`src/rtl/vga_scanout.sv`:
```
// VGA timing generator with 1-bpp framebuffer scanout and integer upscaling.
// Define VGA_TEST_PATTERN_EN to add the test_pattern checkerboard input.
module vga_scanout #(
  parameter int          H_ACTIVE  = 640,
  parameter int          H_FP      = 16,
  parameter int          H_SYNC    = 96,
  parameter int          H_BP      = 48,
  parameter int          V_ACTIVE  = 480,
  parameter int          V_FP      = 10,
  parameter int          V_SYNC    = 2,
  parameter int          V_BP      = 33,
  parameter bit          SYNC_POL  = 1'b0,
  parameter int          FB_W      = 64,
  parameter int          FB_H      = 32,
  parameter int          X_SCALE   = 10,
  parameter int          Y_SCALE   = 15,
  parameter logic [11:0] FB_BASE   = 12'h000,
  parameter logic [11:0] FG_COLOUR = 12'hFFF,
  parameter logic [11:0] BG_COLOUR = 12'h000
) (
  input  logic        clk,
  input  logic        rst,
  input  logic        pix_tick,
  output logic        memory_read,
  output logic [11:0] memory_addr,
  input  logic [7:0]  memory_data,
  output logic [3:0]  vga_r,
  output logic [3:0]  vga_g,
  output logic [3:0]  vga_b,
  output logic        vga_hsync,
  output logic        vga_vsync,
  output logic        frame_start
`ifdef VGA_TEST_PATTERN_EN
  ,
  input  logic        test_pattern
`endif
);

  localparam int H_TOTAL = H_ACTIVE + H_FP + H_SYNC + H_BP;
  localparam int V_TOTAL = V_ACTIVE + V_FP + V_SYNC + V_BP;
  localparam int HW = $clog2(H_TOTAL);
  localparam int VW = $clog2(V_TOTAL);
  localparam int XW = $clog2(X_SCALE + 1);
  localparam int YW = $clog2(Y_SCALE + 1);

  localparam logic [HW-1:0] H_LAST  = HW'(H_TOTAL - 1);
  localparam logic [VW-1:0] V_LAST  = VW'(V_TOTAL - 1);
  localparam logic [XW-1:0] XS_LAST = XW'(X_SCALE - 1);
  localparam logic [YW-1:0] YS_LAST = YW'(Y_SCALE - 1);

  // stage 0: raster position and framebuffer sub-counters
  logic [HW-1:0] h, fx;
  logic [VW-1:0] v, fy;
  logic [XW-1:0] xs;
  logic [YW-1:0] ys;

  logic          h_last, v_last;
  logic          act0, hit0, hs0, vs0, fs0;
  logic [11:0]   addr0;
  logic [2:0]    bit0;

  always_comb begin
    h_last = (h == H_LAST);
    v_last = (v == V_LAST);
    act0   = (32'(h) < H_ACTIVE) && (32'(v) < V_ACTIVE);
    hit0   = act0 && (32'(fx) < FB_W) && (32'(fy) < FB_H);
    hs0    = (32'(h) >= H_ACTIVE + H_FP)
          && (32'(h) <  H_ACTIVE + H_FP + H_SYNC);
    vs0    = (32'(v) >= V_ACTIVE + V_FP)
          && (32'(v) <  V_ACTIVE + V_FP + V_SYNC);
    fs0    = (h == '0) && (v == '0);
    addr0  = FB_BASE
           + 12'(32'(fy) * (FB_W / 8))
           + 12'(32'(fx) >> 3);
    bit0   = ~fx[2:0];
  end

  always_ff @(posedge clk or posedge rst) begin
    if (rst) begin
      h  <= '0;
      v  <= '0;
      xs <= '0;
      fx <= '0;
      ys <= '0;
      fy <= '0;
    end else if (pix_tick) begin
      if (h_last) begin
        h  <= '0;
        xs <= '0;
        fx <= '0;
        if (v_last) begin
          v  <= '0;
          ys <= '0;
          fy <= '0;
        end else begin
          v <= v + VW'(1);
          if (ys == YS_LAST) begin
            ys <= '0;
            fy <= fy + VW'(1);
          end else begin
            ys <= ys + YW'(1);
          end
        end
      end else begin
        h <= h + HW'(1);
        if (xs == XS_LAST) begin
          xs <= '0;
          fx <= fx + HW'(1);
        end else begin
          xs <= xs + XW'(1);
        end
      end
    end
  end

  // stage 1: memory request plus sideband carried alongside it
  logic       act1, hit1, hs1, vs1, fs1;
  logic [2:0] bit1;
  logic       tp1, tpp1;
  logic       tp_sel, rd0;

`ifdef VGA_TEST_PATTERN_EN
  assign tp_sel = test_pattern;
`else
  assign tp_sel = 1'b0;
`endif
  assign rd0 = hit0 && !tp_sel;

  always_ff @(posedge clk or posedge rst) begin
    if (rst) begin
      memory_read <= 1'b0;
      memory_addr <= FB_BASE;
      bit1        <= 3'd0;
      act1        <= 1'b0;
      hit1        <= 1'b0;
      hs1         <= 1'b0;
      vs1         <= 1'b0;
      fs1         <= 1'b0;
      tp1         <= 1'b0;
      tpp1        <= 1'b0;
    end else if (pix_tick) begin
      memory_read <= rd0;
      memory_addr <= addr0;
      bit1        <= bit0;
      act1        <= act0;
      hit1        <= hit0;
      hs1         <= hs0;
      vs1         <= vs0;
      fs1         <= fs0;
      tp1         <= tp_sel;
      tpp1        <= fx[0] ^ fy[0];
    end
  end

  // stage 2: colour and sync to the pins
  logic        pix2;
  logic [11:0] col2;
  logic [11:0] rgb;

  always_comb begin
    pix2 = hit1 && (tp1 ? tpp1 : memory_data[bit1]);
    col2 = 12'h000;
    if (act1) col2 = pix2 ? FG_COLOUR : BG_COLOUR;
  end

  always_ff @(posedge clk or posedge rst) begin
    if (rst) begin
      rgb         <= 12'h000;
      vga_hsync   <= !SYNC_POL;
      vga_vsync   <= !SYNC_POL;
      frame_start <= 1'b0;
    end else if (pix_tick) begin
      rgb         <= col2;
      vga_hsync   <= hs1 ? SYNC_POL : !SYNC_POL;
      vga_vsync   <= vs1 ? SYNC_POL : !SYNC_POL;
      frame_start <= fs1;
    end else begin
      frame_start <= 1'b0;
    end
  end

  assign vga_r = rgb[11:8];
  assign vga_g = rgb[7:4];
  assign vga_b = rgb[3:0];

endmodule

```
`config.mk`:
```
export PLATFORM = sky130hd
export DESIGN_NAME = vga_scanout
export DESIGN_NICKNAME = d
export VERILOG_FILES = /design/src/rtl/vga_scanout.sv
export SDC_FILE = /design/constraint.sdc
export NUM_CORES = 1
export LEC_CHECK = 0
export ABC_AREA = 1
export CAP_MARGIN = 20
export CORE_MARGIN = 1.5
export CORE_UTILIZATION = 66
export DETAILED_ROUTE_END_ITERATION = 7
export DONT_BUFFER_PORTS = 1
export GPL_TIMING_DRIVEN = 1
export PLACE_DENSITY = 0.82
export SLEW_MARGIN = 20
export SYNTH_ARGS = -nofsm -noshare
export SYNTH_HDL_FRONTEND = slang
export SYNTH_SLANG_ARGS = --single-unit
```
`constraint.sdc`:
```
create_clock -name clk -period 4.55 [get_ports clk]
set_input_delay 0.91 -clock clk [delete_from_list [all_inputs] [get_ports clk]]
set_output_delay 0.91 -clock clk [all_outputs]
set_load 0.02 [all_outputs]
```
Word level (Yosys, flattened, before mapping). Index checks and enable logic that the tools add are counted.

Register bits: 83. Bits of input ports: 11.

Reductions and logical operators: 14. Bitwise gates (word level): 1. Multiplexer cells: 17. Magnitude comparators: 9. Add/subtract/negate cells: 7. Equal/unequal tests: 4.

Operators with widths (number): $mux 10 (6); $add 10x1->10 const B (4); $mux 12 (2); $eq 10x10->1 const B (2); $logic_not 10->1 (2); $lt 10x10->1 const B (2); $lt 10x9->1 const B (2); $mux 4 (4); $add 12x7->12 (1); $ge 10x10->1 const B (1); $ge 10x9->1 const B (1); $lt 10x6->1 const B (1); $lt 10x7->1 const B (1); $add 4x1->4 const B (2); $eq 4x4->1 const B (2); $logic_and 1x1->1 (7); $lt 3x4->1 const B (1); $mux 1 (4); $reduce_and 2->1 (2); $reduce_bool 2->1 (2); $bmux 1 s3 (1); $not 3->3 (1); $reduce_and 3->1 (1).

Logic depth before layout (Yosys ltp).
Depth in word-level cells: 5. Gate-level depth with buffers: 10.

Worst setup path after synthesis. Ideal clock, no wire load.

Path type: flip-flop to output port. Start: register rgb[10] (netlist name). End: output port vga_b[1]. Data required time: 3.640 ns. Path slack: 2.828 ns. Arrival: 0.812 ns. Stages on the path, launching flop included: 2. Cell sequence: dfrtp_1 buf_4.

RTL lines: end: declaration (RTL line 29) `output logic [3:0] vga_b,`.

==> out/summary.txt <==
Hold WS - 448 ps
port bufs - 0
DR iter-0 viols - 266
min-delay src - hs1
final wirelength - 8900 µm
reg2reg setup slack - 2560 ps
syn_area_per_cell - 7.78 µm²
status - finished clean
HP Class - flop to flop
worst-path cell chain - buf_16
most common cell in the netlist - nand2_1
#FFs+latches synth - 72
post-layout min period - 2380 ps
synth top area cells - dfrtp_1, nand2_1, nand3_1, inv_1, ha_1
dpl hpwl - 6050 µm
RSZ-0062 raised after global routing - false
Power Total - 0.00168 W
Netlist Area Pre-Place - 4300 µm²
hold-critical path endpoint - vga_hsync
max_cap viols - 0
Worst IR Drop VDD - 0.360 mV
P_leak - 2.21 nW
total CTS buffers - 9
Worst-path clk slew - 80 ps
die width - 83.7 µm
grt total ovfl - 0
fmax - 0.420 GHz
largest net degree at the start of global routing - 50
clock latency on the worst-skew pair - 360 ps
die footprint - 7000 µm²
CTS resizes - 0
Yosys top cell by area - dfrtp_1
Placer Congestion - 0.846
H-tree depth - 3
Worst Hold Depth - 1
met3 GRT Util - 0.0485
CTS Sinks - 72
global-route wire length before repair - 15100 µm
Critical Path RT - 3640 ps
Slew Viols, Final - 0
GRT Total Usage - 0.269
RR Startpoint - v[0]
worst path arrival time - 1470 ps
TritonCTS clock tree - built
Syn Inst Count - 552
Layout Nets - 568
Crit Path Max Fanout - 8
Yosys cell types - 36
CTS Hold Buffers Added - 0
max incr delay on CP - 850 ps
final setup fails - 0
post-layout util - 0.708
Setup TNS Final - 0 ps
drt via density - 5.72
top cell type's share of synthesized area - 0.408
leading cell types by count after synthesis - nand2_1, dfrtp_1, nand3_1
DRC - 0
syn_nets - 578
IO Count - 39
setup bufs post-CTS - 0
CTS root buffer - clkbuf_8
WP buf/inv - 1
Core ar. - 6310 µm²
Worst Setup End Kind - primary output
global-route met2 utilization - 0.432
GRT met1 Usage - 0.341
Routed Antenna Nets - 0
vias in the first global route - 3452
Worst Setup Start Kind - flop
Top Family by Delay on Critical Path - flip-flops
wire per inst - 14.3 µm
CP Class - flop to primary output
Worst path slowest cell - dfrtp_2
Seq/Total Area, Yosys - 0.420
Setup Skew - 8.60 ps
Post-synth ARST share - 1.00
main flop type after synthesis - dfrtp_1
chip height - 83.7 µm
cell area power density - 375 nW/µm²
Synthesis Warnings - 0
router iterations before antenna repair - 5
Initial Utilization - 0.680
R2R depth - 9
final worst-path cycle share - 0.523
Final Hold Fails - 0
worst slew pin tran - 957 ps
EDFF count, synth - 0
layout cells sized above 1 - 0.101
global route hottest layer - met2
Clock Tree Buf Depth - 2
antenna cells - 0
area grow syn2layout - 4.08%
row cnt - 29
r2r endpoint - fy[4]
Via Count - 3571
Max-slew headroom - 0.362
initial antenna violation count - 0
area by class of cell:
type | count | area [µm²]
sequential | 72 | 1810
inverter | 62 | 234
clock buffer | 14 | 163
clock inverter | 2 | 37.5
timing repair buffer | 2 | 35.0
fill | 501 | 1840
tap | 77 | 96.3
multi-input combinational | 395 | 2100
per-layer routing:
layer / share of wire / wire (µm)
met1: 0.43 / 3790
met4: 0.038 / 335
met5: 0 / 0
met2: 0.48 / 4270
met3: 0.057 / 510
metrics by stage:
step	setup slack [ps]	instances	instance area [µm²]
finish	2170	624	4470
global route	2130	624	4470
CTS	2130	623	4440
detailed placement	2380	607	4240
global placement	2380	607	4240
floorplan	1820	552	4300
cell families after synthesis:
| kind of cell | Yosys count | share of synthesized area |
|---|---|---|
| AND/OR/NAND/NOR | 304 | 0.328 |
| buffers and inverters | 85 | 0.0912 |
| flip-flops | 72 | 0.420 |
| AO/OA/AOI/OAI | 60 | 0.0827 |
| XOR/XNOR | 16 | 0.0326 |
| adder cells (fa/ha/maj) | 15 | 0.0454 |
flip-flops by register name, indices dropped and copies added (netlist names), 3 cells and up:
register and count:
memory_addr 12, ys 4, v 10, fx 10, xs 4, h 10
fy 10, bit1 3
layout by cell type (no fill, tap or decap), drive strengths merged, types with 3 or more instances in the layout:
cell and n:
nand4 13, a21oi 7, nor2 47, nor3 3, nand3 68, dfrtp 70, xor2 15, nand2 167
o21ai 46, clkbuf 14, inv 61, or2 3, ha 14
where the power goes:
group / internal [W] / switching [W] / total, W
combinational: 0.000113 / 0.000215 / 0.000328
clock: 0.000284 / 0.000238 / 0.000523
sequential: 0.000720 / 0.000106 / 0.000826
how the worst max path moves through the flow:
stage | from | to | slack (ps) | cells past startpoint
3_5_place_dp | pix_tick | v[9] | 2380 | 5
5_1_grt | rgb[10] | vga_r[1] | 2130 | 1
6_report | rgb[10] | vga_b[2] | 2170 | 1
3_3_place_gp | pix_tick | ys[3] | 2380 | 4
4_1_cts | rgb[10] | vga_b[0] | 2130 | 0
2_1_floorplan | rst | act1 | 1820 | 1
(Power assumes the default switching activity.)
